===== src/rtl/f1_pkg.sv =====
// ============================================================================
//  f1_pkg : shared state type and default sizes for the F1 start-light block.
//  F1_REACTION_EN adds the REACT state.   Rev 1.0
// ============================================================================
`default_nettype none

package f1_pkg;

  localparam int NUM_LIGHTS_DFLT = 8;
  localparam int DELAY_W_DFLT    = 7;
  localparam int RT_W_DFLT       = 16;

`ifdef F1_REACTION_EN
  typedef enum logic [1:0] {
    IDLE  = 2'd0,
    FILL  = 2'd1,
    HOLD  = 2'd2,
    REACT = 2'd3
  } f1_state_t;
`else
  typedef enum logic [1:0] {
    IDLE  = 2'd0,
    FILL  = 2'd1,
    HOLD  = 2'd2
  } f1_state_t;
`endif

endpackage

`default_nettype wire


===== src/rtl/f1_hold_timer.sv =====
// ============================================================================
//  f1_hold_timer : loadable down-counter, decremented on dec_i, stops at zero.
//  Rev 1.0
// ============================================================================
`default_nettype none

module f1_hold_timer #(
  parameter int DELAY_W = 7
) (
  input  logic               clk,
  input  logic               rst,
  input  logic               load_i,
  input  logic [DELAY_W-1:0] load_val_i,
  input  logic               dec_i,
  output logic               zero_o
);

  logic [DELAY_W-1:0] cnt_q;
  logic [DELAY_W-1:0] cnt_d;

  // Load wins over decrement; the counter never wraps below zero.
  always_comb begin
    cnt_d = cnt_q;
    if (load_i) begin
      cnt_d = load_val_i;
    end else if (dec_i && (cnt_q != '0)) begin
      cnt_d = cnt_q - 1'b1;
    end
  end

  always_ff @(posedge clk) begin
    if (rst) begin
      cnt_q <= '0;
    end else begin
      cnt_q <= cnt_d;
    end
  end

  assign zero_o = (cnt_q == '0);

endmodule

`default_nettype wire


===== src/rtl/f1_light_seq.sv =====
// ============================================================================
//  f1_light_seq : F1 start-light sequencer (fill, random hold, lights-out).
//  Optional reaction timer with F1_REACTION_EN.   Rev 1.0
// ============================================================================
`default_nettype none

module f1_light_seq
  import f1_pkg::*;
#(
  parameter int NUM_LIGHTS = NUM_LIGHTS_DFLT,
  parameter int DELAY_W    = DELAY_W_DFLT,
  parameter int RT_W       = RT_W_DFLT
) (
  input  logic                  clk,
  input  logic                  rst,
  input  logic                  trigger_i,
  input  logic                  tick_i,
  input  logic                  abort_i,
  input  logic [DELAY_W-1:0]    delay_val_i,
`ifdef F1_REACTION_EN
  input  logic                  react_i,
  output logic [RT_W-1:0]       react_time_o,
  output logic                  react_valid_o,
  output logic                  jump_start_o,
`endif
  output logic [NUM_LIGHTS-1:0] data_out_o,
  output logic                  busy_o,
  output logic                  done_o
);

  localparam int LIT_W = $clog2(NUM_LIGHTS + 1);

  if ((NUM_LIGHTS < 2) || (NUM_LIGHTS > 32) || (DELAY_W < 1) || (RT_W < 1)) begin : g_bad_param
    $error("f1_light_seq: parameter out of range");
  end

  f1_state_t             state_q, state_d;
  logic [LIT_W-1:0]      lit_q, lit_d;
  logic [NUM_LIGHTS-1:0] data_q, data_d;
  logic                  done_q, done_d;
  logic                  hold_load, hold_dec, hold_zero;

`ifdef F1_REACTION_EN
  logic [RT_W-1:0]       rt_cnt_q, rt_cnt_d;
  logic [RT_W-1:0]       rt_q, rt_d;
  logic                  rv_q, rv_d;
  logic                  js_q, js_d;
`endif

  f1_hold_timer #(.DELAY_W(DELAY_W)) u_hold (
    .clk        (clk),
    .rst        (rst),
    .load_i     (hold_load),
    .load_val_i (delay_val_i),
    .dec_i      (hold_dec),
    .zero_o     (hold_zero)
  );

  always_comb begin
    state_d   = state_q;
    lit_d     = lit_q;
    data_d    = data_q;
    done_d    = 1'b0;
    hold_load = 1'b0;
    hold_dec  = 1'b0;
`ifdef F1_REACTION_EN
    rt_cnt_d  = rt_cnt_q;
    rt_d      = rt_q;
    rv_d      = 1'b0;
    js_d      = js_q;
`endif
    if (abort_i) begin
      state_d = IDLE;
      lit_d   = '0;
      data_d  = '0;
    end else begin
      case (state_q)
        IDLE: begin
          data_d = '0;
          if (trigger_i) begin
            state_d = FILL;
            lit_d   = '0;
`ifdef F1_REACTION_EN
            js_d    = 1'b0;
`endif
          end
        end
        FILL: begin
          if (tick_i) begin
            data_d = {data_q[NUM_LIGHTS-2:0], 1'b1};
            lit_d  = lit_q + 1'b1;
            // Last lamp: load the hold phase on the same tick.
            if (lit_q == LIT_W'(NUM_LIGHTS - 1)) begin
              state_d   = HOLD;
              hold_load = 1'b1;
            end
          end
        end
        HOLD: begin
          if (tick_i) begin
            if (hold_zero) begin
              data_d = '0;
              done_d = 1'b1;
              lit_d  = '0;
`ifdef F1_REACTION_EN
              state_d  = REACT;
              rt_cnt_d = '0;
`else
              state_d  = IDLE;
`endif
            end else begin
              hold_dec = 1'b1;
            end
          end
        end
`ifdef F1_REACTION_EN
        REACT: begin
          if (react_i) begin
            rt_d    = rt_cnt_q;
            rv_d    = 1'b1;
            state_d = IDLE;
          end else if (rt_cnt_q != '1) begin
            rt_cnt_d = rt_cnt_q + 1'b1;
          end
        end
`endif
        default: begin
          state_d = IDLE;
          data_d  = '0;
          lit_d   = '0;
        end
      endcase
`ifdef F1_REACTION_EN
      // A press while the lamps are still sequencing is a false start.
      if (react_i && ((state_q == FILL) || (state_q == HOLD))) begin
        js_d = 1'b1;
        rt_d = '1;
        rv_d = 1'b1;
      end
`endif
    end
  end

  always_ff @(posedge clk) begin
    if (rst) begin
      state_q  <= IDLE;
      lit_q    <= '0;
      data_q   <= '0;
      done_q   <= 1'b0;
`ifdef F1_REACTION_EN
      rt_cnt_q <= '0;
      rt_q     <= '0;
      rv_q     <= 1'b0;
      js_q     <= 1'b0;
`endif
    end else begin
      state_q  <= state_d;
      lit_q    <= lit_d;
      data_q   <= data_d;
      done_q   <= done_d;
`ifdef F1_REACTION_EN
      rt_cnt_q <= rt_cnt_d;
      rt_q     <= rt_d;
      rv_q     <= rv_d;
      js_q     <= js_d;
`endif
    end
  end

  assign data_out_o = data_q;
  assign busy_o     = (state_q == FILL) || (state_q == HOLD);
  assign done_o     = done_q;
`ifdef F1_REACTION_EN
  assign react_time_o  = rt_q;
  assign react_valid_o = rv_q;
  assign jump_start_o  = js_q;
`endif

endmodule

`default_nettype wire


===== config.mk =====
export PLATFORM = sky130hd
export DESIGN_NAME = f1_light_seq
export DESIGN_NICKNAME = d
export VERILOG_FILES = /design/src/rtl/f1_pkg.sv /design/src/rtl/f1_hold_timer.sv /design/src/rtl/f1_light_seq.sv
export SDC_FILE = /design/constraint.sdc
export NUM_CORES = 1
export LEC_CHECK = 0
export CORE_MARGIN = 1
export CORE_UTILIZATION = 30
export DETAILED_ROUTE_END_ITERATION = 10
export SYNTH_ARGS = -nofsm -noshare
export SYNTH_HDL_FRONTEND = slang
export SYNTH_SLANG_ARGS = --single-unit

===== constraint.sdc =====
create_clock -name clk -period 2.9 [get_ports clk]
set_clock_uncertainty 0.05 [all_clocks]
set_input_delay 0.725 -clock clk [delete_from_list [all_inputs] [get_ports clk]]
set_output_delay 0.725 -clock clk [all_outputs]
set_load 0.01 [all_outputs]

## After elaboration in Yosys (flattened, before gate mapping)

Cells that the tools add are included.
W data, S select, Z words.

- Bitwise operators: 2
- Eq/ne operators: 8
- $add $sub $neg: 2
- Multiplexer cells: 26
- Reduce and logical (&&, ||, !) cells: 11

Operators with widths:

| cell | count |
|---|---|
| $mux W8 | 3 |
| $mux W4 | 4 |
| $pmux W8 S2 | 1 |
| $mux W7 | 2 |
| $pmux W4 S3 | 1 |
| $mux W2 | 5 |
| $ne A2 B2 Y1 const B | 5 |
| $mux W1 | 9 |
| $logic_not A7 Y1 | 1 |
| $reduce_bool A7 Y1 | 1 |
| $sub A7 B1 Y7 const B | 1 |
| $pmux W2 S3 | 1 |
| $reduce_and A5 Y1 | 1 |
| $add A4 B1 Y4 const B | 1 |
| $eq A4 B3 Y1 const B | 1 |
| $reduce_and A4 Y1 | 1 |
| $reduce_or A4 Y1 | 1 |
| $reduce_and A3 Y1 | 1 |
| $eq A2 B1 Y1 const B | 1 |
| $eq A2 B2 Y1 const B | 1 |
| $logic_not A2 Y1 | 1 |
| $not A1 Y1 | 2 |
| $reduce_bool A2 Y1 | 1 |
| $reduce_or A2 Y1 | 1 |
| 2 further kinds | 2 |

- Logic and storage cells: 54
- Output and inout bits: 10
- Register bits after elaboration: 22
- Bits of input ports: 12

## Longest topological paths before layout

Gate-level depths: netlist of the first run.

- Depth in word-level cells: 8
- Depth in mapped cells: 8
- Gate-level depth less buffers: 6

## Cells and area by module

Synthesis of the first run repeated with hierarchy kept, for this count alone.

- Cells, all modules: 124
- Area total of the unflattened synthesis: 1,111.1 µm²

Modules (own cells, without submodules):

| module | cells an instance | seq. area each (µm²) | instances | area an instance (µm²) |
|---|---|---|---|---|
| f1_light_seq | 76 | 300.3 | 1 | 691.9 |
| f1_hold_timer | 48 | 140.1 | 1 | 419.2 |

## Worst setup path before layout of the first run

No wires, ideal clock.

- Kind: reg2reg
- Start point: register u_hold.cnt_q[0]
- End point: register lit_q[0]
- Required time: 2,762 ps
- Arrival: 1,611 ps
- Buffers on the path: 1
- Cell stages (with the launch flop): 8
- Setup slack: 1,151 ps
- Library setup time: 88 ps
- Period minus slack after synthesis: 1,749 ps
- Path through: dfxtp_1 -> inv_1 -> ha_1 -> or3b_1 -> buf_6 -> o21ai_4 -> nand3_4 -> o32ai_2

- Longest elaborated chain between the ends: 3

RTL lines:

| item | RTL line | text |
|---|---|---|
| start: declaration | f1_hold_timer.sv:18 | `logic [DELAY_W-1:0] cnt_q;` |
| start signal: assignment | f1_hold_timer.sv:35 | `cnt_q <= cnt_d;` |
| $logic_not A7 Y1 | f1_hold_timer.sv:39 | `assign zero_o = (cnt_q == '0);` |
| $ne A2 B2 Y1 (no line) | - |  |
| $reduce_and A4 Y1 (no line) | - |  |
| end signal: assignment | f1_light_seq.sv:158 | `lit_q <= lit_d;` |
| end: declaration | f1_light_seq.sv:38 | `logic [LIT_W-1:0] lit_q, lit_d;` |

No other way between the ends.
A chain may end at the register's enable or synchronous reset.

## Final worst setup path of the first run

- Start point: register state_q[0]
- End point: output busy_o

- Longest elaborated chain between the ends: 2
- Elaborated cells on any way between the ends: 3
- Those cells by class: eq/ne: 2; reduce/logical: 1

RTL lines:

| item | RTL line | text |
|---|---|---|
| start: declaration | f1_light_seq.sv:37 | `f1_state_t state_q, state_d;` |
| start signal: assignment | f1_light_seq.sv:157 | `state_q <= state_d;` |
| $eq A2 B1 Y1 / $eq A2 B2 Y1 (equally long branches) | f1_light_seq.sv:171 | `assign busy_o = (state_q == FILL) \|\| (state_q == HOLD);` |
| $logic_or A1 B1 Y1 (*) | f1_light_seq.sv:171 |  |
| end: declaration | f1_light_seq.sv:27 | `output logic busy_o,` |

Mark *: on every way between the ends. The rest lies on a longest branch, timed or not.

==> results of run 1 <==
## registers in the layout, indices dropped and copies added (netlist names)
signal / cells
done_o: 1
data_out_o: 8
lit_q: 4
u_hold.cnt_q: 7
state_q: 2
## layout make-up
class                           instances  share of cell area
Inverter                                5              0.0126
Clock buffer                            4              0.0369
Tap cell                               48              0.0402
Sequential cell                        22               0.295
Timing Repair Buffer                   23               0.151
Multi-Input combinational cell        103               0.465
## power groups by stage
stage / sequential (uW) / combinational, uW / clock, uW
after floorplan: 312 / 33.7 / 0
after global placement: 312 / 57.1 / 0
after detailed placement: 312 / 57.9 / 0
after CTS: 305 / 58.2 / 226
after global routing: 305 / 63.9 / 242
final: 305 / 57.9 / 221
## how the worst max path moves through the flow
stage | start | end | slack, ns | depth (start not counted)
6_report | state_q[0]$_SDFFE_PP0P_ | busy_o | 0.60 | 3
5_1_grt | state_q[0]$_SDFFE_PP0P_ | busy_o | 0.51 | 3
4_1_cts | state_q[0]$_SDFFE_PP0P_ | busy_o | 0.58 | 3
3_5_place_dp | tick_i | u_hold.cnt_q[2]$_SDFFE_PP0P_ | 0.41 | 5
3_3_place_gp | tick_i | u_hold.cnt_q[2]$_SDFFE_PP0P_ | 0.47 | 5
2_1_floorplan | u_hold.cnt_q[0]$_SDFFE_PP0P_ | lit_q[0]$_SDFFE_PP0P_ | 1.15 | 7
## per-stage QoR
step                      worst slack (ns)  instances
after floorplan                       1.15        136
after global placement               0.470        201
after detailed placement             0.413        201
after CTS                            0.585        205
after global routing                 0.511        205
final                                0.600        205
## cells by family (layout without fill, tap and decap cells)
logic type / Yosys count / after routing / synth area share
buffers and inverters: 11 / 32 / 0.0582
AO/OA/AOI/OAI: 35 / 35 / 0.218
flip-flops: 22 / 22 / 0.366
XOR/XNOR: 4 / 4 / 0.0291
adder cells (fa/ha/maj): 6 / 6 / 0.0623
AND/OR/NAND/NOR: 58 / 58 / 0.267
## tightest hold or removal path, cell delays in order (launching register included)
cell     delay, ns
dfxtp_1       0.32
nand2_1       0.05
o22ai_1       0.06
## per-layer routing
metal	vias up	track usage	wire, um
li1	542	-	-
met1	476	0.179	1270
met2	18	0.235	1270
met3	5	0.0382	112
met4	0	0.0571	39
met5	-	0	0
## cells in the final DEF (no fill, tap or decap), types with 5 or more instances in the layout
cell / synthesis / routed
a211oi_1: 5 / 5
a21oi_1: 5 / 5
clkdlybuf4s50_1: 0 / 21
nor3_1: 5 / 5
o22ai_1: 8 / 8
inv_1: 5 / 5
nand3_1: 9 / 9
nand2_1: 15 / 15
ha_1: 6 / 6
nor2_1: 10 / 10
dfxtp_1: 22 / 22
==> results.py, run 1 <==
metrics = {
    "place": {
        "dpl-instance-area_mm2": 0.00144,
        "place_congestion": 0.813,
        "port_buffers": 21,
        "dp_hpwl_mm": 2.00,
    },
    "global_route": {
        "grt.total_usage": 0.144,
        "grt_pass1_vias": 1058,
        "antenna_found_initial": 0,
        "grt_pass1_wl_mm": 4.73,
        "grt_overflow": 0,
        "grt_start_max_net_pins": 15,
    },
    "worst_setup_path": {
        "critPathKind": "register to output port",
        "rr_worst_depth": 6,
        "crit_required_ns": 2.12,
        "worst_ep_arrival_time_ns": 1.52,
        "critPathMaxFanout": 4,
        "cp.buffers_inverters": 2,
        "cpMaxStageDelayCell": "clkdlybuf4s50_1",
        "r2r-start": "u_hold.cnt_q[0]$_SDFFE_PP0P_",
        "regToRegEndpoint": "data_out_o[2]$_SDFFE_PP0P_",
        "slowest_delay_ns": 0.52,
        "crit_path_start_kind": "register",
        "reg2reg_slack_ns": 0.86,
        "cp_top_family": "buffers and inverters",
        "cp_cell_sequence": "inv_1 > ha_1 > clkdlybuf4s50_1",
        "end_kind": "output port",
    },
    "clock_network": {
        "cts_resized": 0,
        "clockRootBuffer": "clkbuf_8",
        "numCtsBuffers": 3,
        "post-cts-setup-buffers": 0,
        "clkLatencyLatePin_ns": 0.26,
        "cts_tree": "built",
        "clk_pin_slew_ns": 0.08,
        "clkSinkCount": 22,
        "h-tree-depth": 1,
        "ctsHoldBuffers": 0,
        "cts_buffer_depth": 2,
    },
    "floorplan": {
        "initial_core_util": 0.322,
        "die_w_um": 65.4,
        "core_area_mm2": 0.00374,
        "ioPinCount": 22,
        "fp.dieH_um": 65.4,
        "dieArea_mm2": 0.00427,
        "core.rowCount": 22,
    },
    "yosys": {
        "synth-seq-cells": 22,
        "synth_commonest_cells": "dfxtp_1 (22), nand2_1 (15), nor2_1 (10), nand3_1 (9), o22ai_1 (8)",
        "synthTopCellsByArea": "dfxtp_1 (37%), ha_1 (6.2%), nand2_1 (4.7%)",
        "seq_area_frac_synth": 0.366,
        "synth_edf_count": 0,
        "netlist_area_mm2": 0.00120,
        "synth_top_area_frac": 0.366,
        "syn-instance-count": 136,
        "netlist-cell-type-count": 41,
        "avgSynthCellArea_um2": 8.86,
        "syn-num-nets": 154,
        "yosys_most_used_dff": "dfxtp_1",
        "synthArstFlopShare": 0,
        "yosysMostFrequentCell": "dfxtp_1",
        "yosysTopAreaCell": "dfxtp_1",
        "yosysWarningCount": 0,
    },
    "sta": {
        "fin_crit_ns": 2.30,
        "hold_viol_final": 0,
        "slew_headroom": 0.610,
        "tns_ns": 0,
        "period_share": 0.793,
        "report.final.slew_viol_count": 0,
        "setup_violations": 0,
        "worst_slew_pin_slew_ns": 0.581,
        "rsz0062_at_grt": "no",
        "holdWs_ns": 0.430,
        "max_freq_mhz": 435,
    },
    "worst_hold_path": {
        "hold_start": "data_out_o[7]$_SDFFE_PP0P_",
        "hold_path.class": "register to register",
        "holdPathStages": 2,
        "min_delay_worst_endpoint": "data_out_o[7]$_SDFFE_PP0P_",
    },
    "route": {
        "drt_pass1_iterations": 4,
        "post_drt_via_cell_ratio": 5.08,
        "drt_iter0_markers": 36,
        "dr_total_vias": 1041,
        "avgRoutedWirePerCell_um": 13.1,
        "ant_nets": 0,
        "drc": 0,
        "drt-total-wl_mm": 2.69,
    },
    "power": {
        "pwr_density_cell_mw_per_mm2": 390,
        "seq_power_share": 0.522,
        "peakVddDrop_v": 0.000272,
        "power.internal_uw": 453,
        "pwr-share-clk": 0.379,
        "power_uw": 583,
        "p_sw_uw": 130,
        "swShare": 0.223,
        "leakage_uw": 0.000474,
        "combPwrFrac": 0.099,
    },
    "final_layout": {
        "finalNetCount": 176,
        "num-fill-cells": 401,
        "stdcell_area_mm2": 0.00149,
        "fin_util": 0.399,
        "drive_gt1_frac": 0.102,
        "multi_input_area_um2": 694,
        "seqCellArea_um2": 440,
        "areaGrowthSynthToFinish_pct": 24.0,
        "diodes": 0,
    },
    "outcome": {
        "status": "completed",
    },
    "run": {
        "maxCapViolCount": 0,
    },
}
(Power assumes the default switching activity.)
==> run 2, diff against run 1 <==
clock period = 1.9 ns   (was 2.9 ns; I/O delays follow)
==> results.py, run 2 (synthesis results as in run 1) <==
metrics = {
    "route": {
        "drt_pass1_iterations": 4,
        "drc": 0,
        "ant_nets": 0,
        "drt-total-wl_mm": 2.90,
        "avgRoutedWirePerCell_um": 13.3,
        "drt_iter0_markers": 17,
        "post_drt_via_cell_ratio": 5.16,
        "dr_total_vias": 1125,
    },
    "worst_setup_path": {
        "worst_ep_arrival_time_ns": 1.95,
        "rr_worst_depth": 6,
        "critPathMaxFanout": 5,
        "r2r-start": "state_q[0]$_SDFFE_PP0P_",
        "end_kind": "register",
        "regToRegEndpoint": "lit_q[0]$_SDFFE_PP0P_",
        "crit_required_ns": 2.04,
        "critPathKind": "primary input to register",
        "crit_path_start_kind": "primary input",
        "reg2reg_slack_ns": 0.12,
    },
    "worst_hold_path": {
        "min_delay_worst_endpoint": "data_out_o[7]$_SDFFE_PP0P_",
        "holdPathStages": 2,
        "hold_path.class": "register to register",
        "hold_start": "data_out_o[7]$_SDFFE_PP0P_",
    },
    "clock_network": {
        "h-tree-depth": 1,
        "cts_buffer_depth": 2,
        "clkSinkCount": 22,
        "numCtsBuffers": 3,
        "clk_pin_slew_ns": 0.08,
        "clockRootBuffer": "clkbuf_8",
        "cts_tree": "built",
        "post-cts-setup-buffers": 0,
        "clkLatencyLatePin_ns": 0.27,
    },
    "sta": {
        "slew_headroom": 0.763,
        "report.final.slew_viol_count": 0,
        "period_share": 0.952,
        "setup_violations": 0,
        "hold_viol_final": 0,
        "rsz0062_at_grt": "yes",
        "max_freq_mhz": 553,
        "worst_slew_pin_slew_ns": 0.356,
        "holdWs_ns": 0.433,
        "fin_crit_ns": 1.81,
        "fin_ws_ns": 0.0908,
    },
    "final_layout": {
        "diodes": 0,
        "largest_register_ffs": 8,
        "drive_gt1_frac": 0.200,
        "finalNetCount": 189,
        "fin_util": 0.435,
        "layout_common_cells": "dfxtp_1 (20), clkdlybuf4s50_1 (20), nand2_1 (15)",
        "areaGrowthSynthToFinish_pct": 35.3,
        "layout.cells.non_filler": 218,
    },
    "floorplan": {
        "die_w_um": 65.4,
        "core_area_mm2": 0.00374,
        "core.rowCount": 22,
        "ioPinCount": 22,
        "dieArea_mm2": 0.00427,
        "fp.dieH_um": 65.4,
        "initial_core_util": 0.322,
    },
    "place": {
        "place_congestion": 0.903,
        "port_buffers": 21,
        "post-place-ws_ns": -0.185,
        "placedCellCount": 214,
        "dp_hpwl_mm": 2.16,
    },
    "global_route": {
        "grt.total_usage": 0.154,
        "grt_overflow": 0,
        "grt_pass1_vias": 1115,
        "grt_start_max_net_pins": 15,
        "antenna_found_initial": 0,
        "grt_pass1_wl_mm": 4.97,
    },
    "power": {
        "pwr_density_cell_mw_per_mm2": 617,
        "leakage_uw": 0.000551,
        "peakVddDrop_v": 0.000384,
    },
    "outcome": {
        "status": "completed",
    },
    "run": {
        "maxCapViolCount": 0,
    },
}
run 2: per-layer routing:
| layer | vias to the layer above | wire, um | GRT usage |
|---|---|---|---|
| met3 | 4 | 157 | 0.0573 |
| met1 | 526 | 1280 | 0.166 |
| met4 | 0 | 50 | 0.0788 |
| met5 | - | 0 | 0 |
| li1 | 569 | - | - |
| met2 | 26 | 1410 | 0.260 |
run 2: through the flow:
step	setup TNS [ns]	instance area (um2)	total power (uW)
2_1_floorplan	0	1200	527
3_3_place_gp	-1.08	1550	575
3_5_place_dp	-1.33	1550	579
4_1_cts	0	1620	1020
5_1_grt	-0.0378	1630	1050
6_report	0	1630	1010
run 2: worst max path at each step:
stage / cells after the start / to / startpoint
floorplan: 7 / lit_q[0]$_SDFFE_PP0P_ / u_hold.cnt_q[0]$_SDFFE_PP0P_
global placement: 5 / u_hold.cnt_q[2]$_SDFFE_PP0P_ / tick_i
detailed placement: 5 / u_hold.cnt_q[2]$_SDFFE_PP0P_ / tick_i
CTS: 7 / lit_q[0]$_SDFFE_PP0P_ / u_hold.cnt_q[0]$_SDFFE_PP0P_
global route: 6 / state_q[0]$_SDFFE_PP0P_ / tick_i
finish: 6 / state_q[0]$_SDFFE_PP0P_ / tick_i
run 2: repair_timing:
item,4_1_cts,5_1_grt
hold buffers,0,0
endpoints found under the hold margin,0,0
endpoints found under the setup margin,1,17
pin swaps,0,1
resized for setup,2,4
run 2: worst max-delay path, cell delays in order:
cell,delay [ns]
clkdlybuf4s50_1,0.53
buf_4,0.15
nand4b_1,0.13
a221oi_1,0.36
nand3_1,0.14
a21oi_1,0.16
run 2: layout make-up:
class	instances	area [um2]
repair buffers	36	334
inverters	5	18.8
clock inverters	1	30.0
multi-input cells	103	703
clock buffers	3	41.3
well taps	48	60.1
flip-flops and latches	22	443
fillers	388	2110
run 2: power by group:
group / switching (uW) / internal [uW] / leakage [uW]
clock network: 156 / 282 / 0.0000357
logic: 47.7 / 54.2 / 0.000337
registers: 2.27 / 463 / 0.000178
==> run 3, diff against run 2 <==
TNS_END_PERCENT = 50   (was not set)
==> results of run 3 <==
No change in the layout: final DEF, timing and power equal those of run 2.
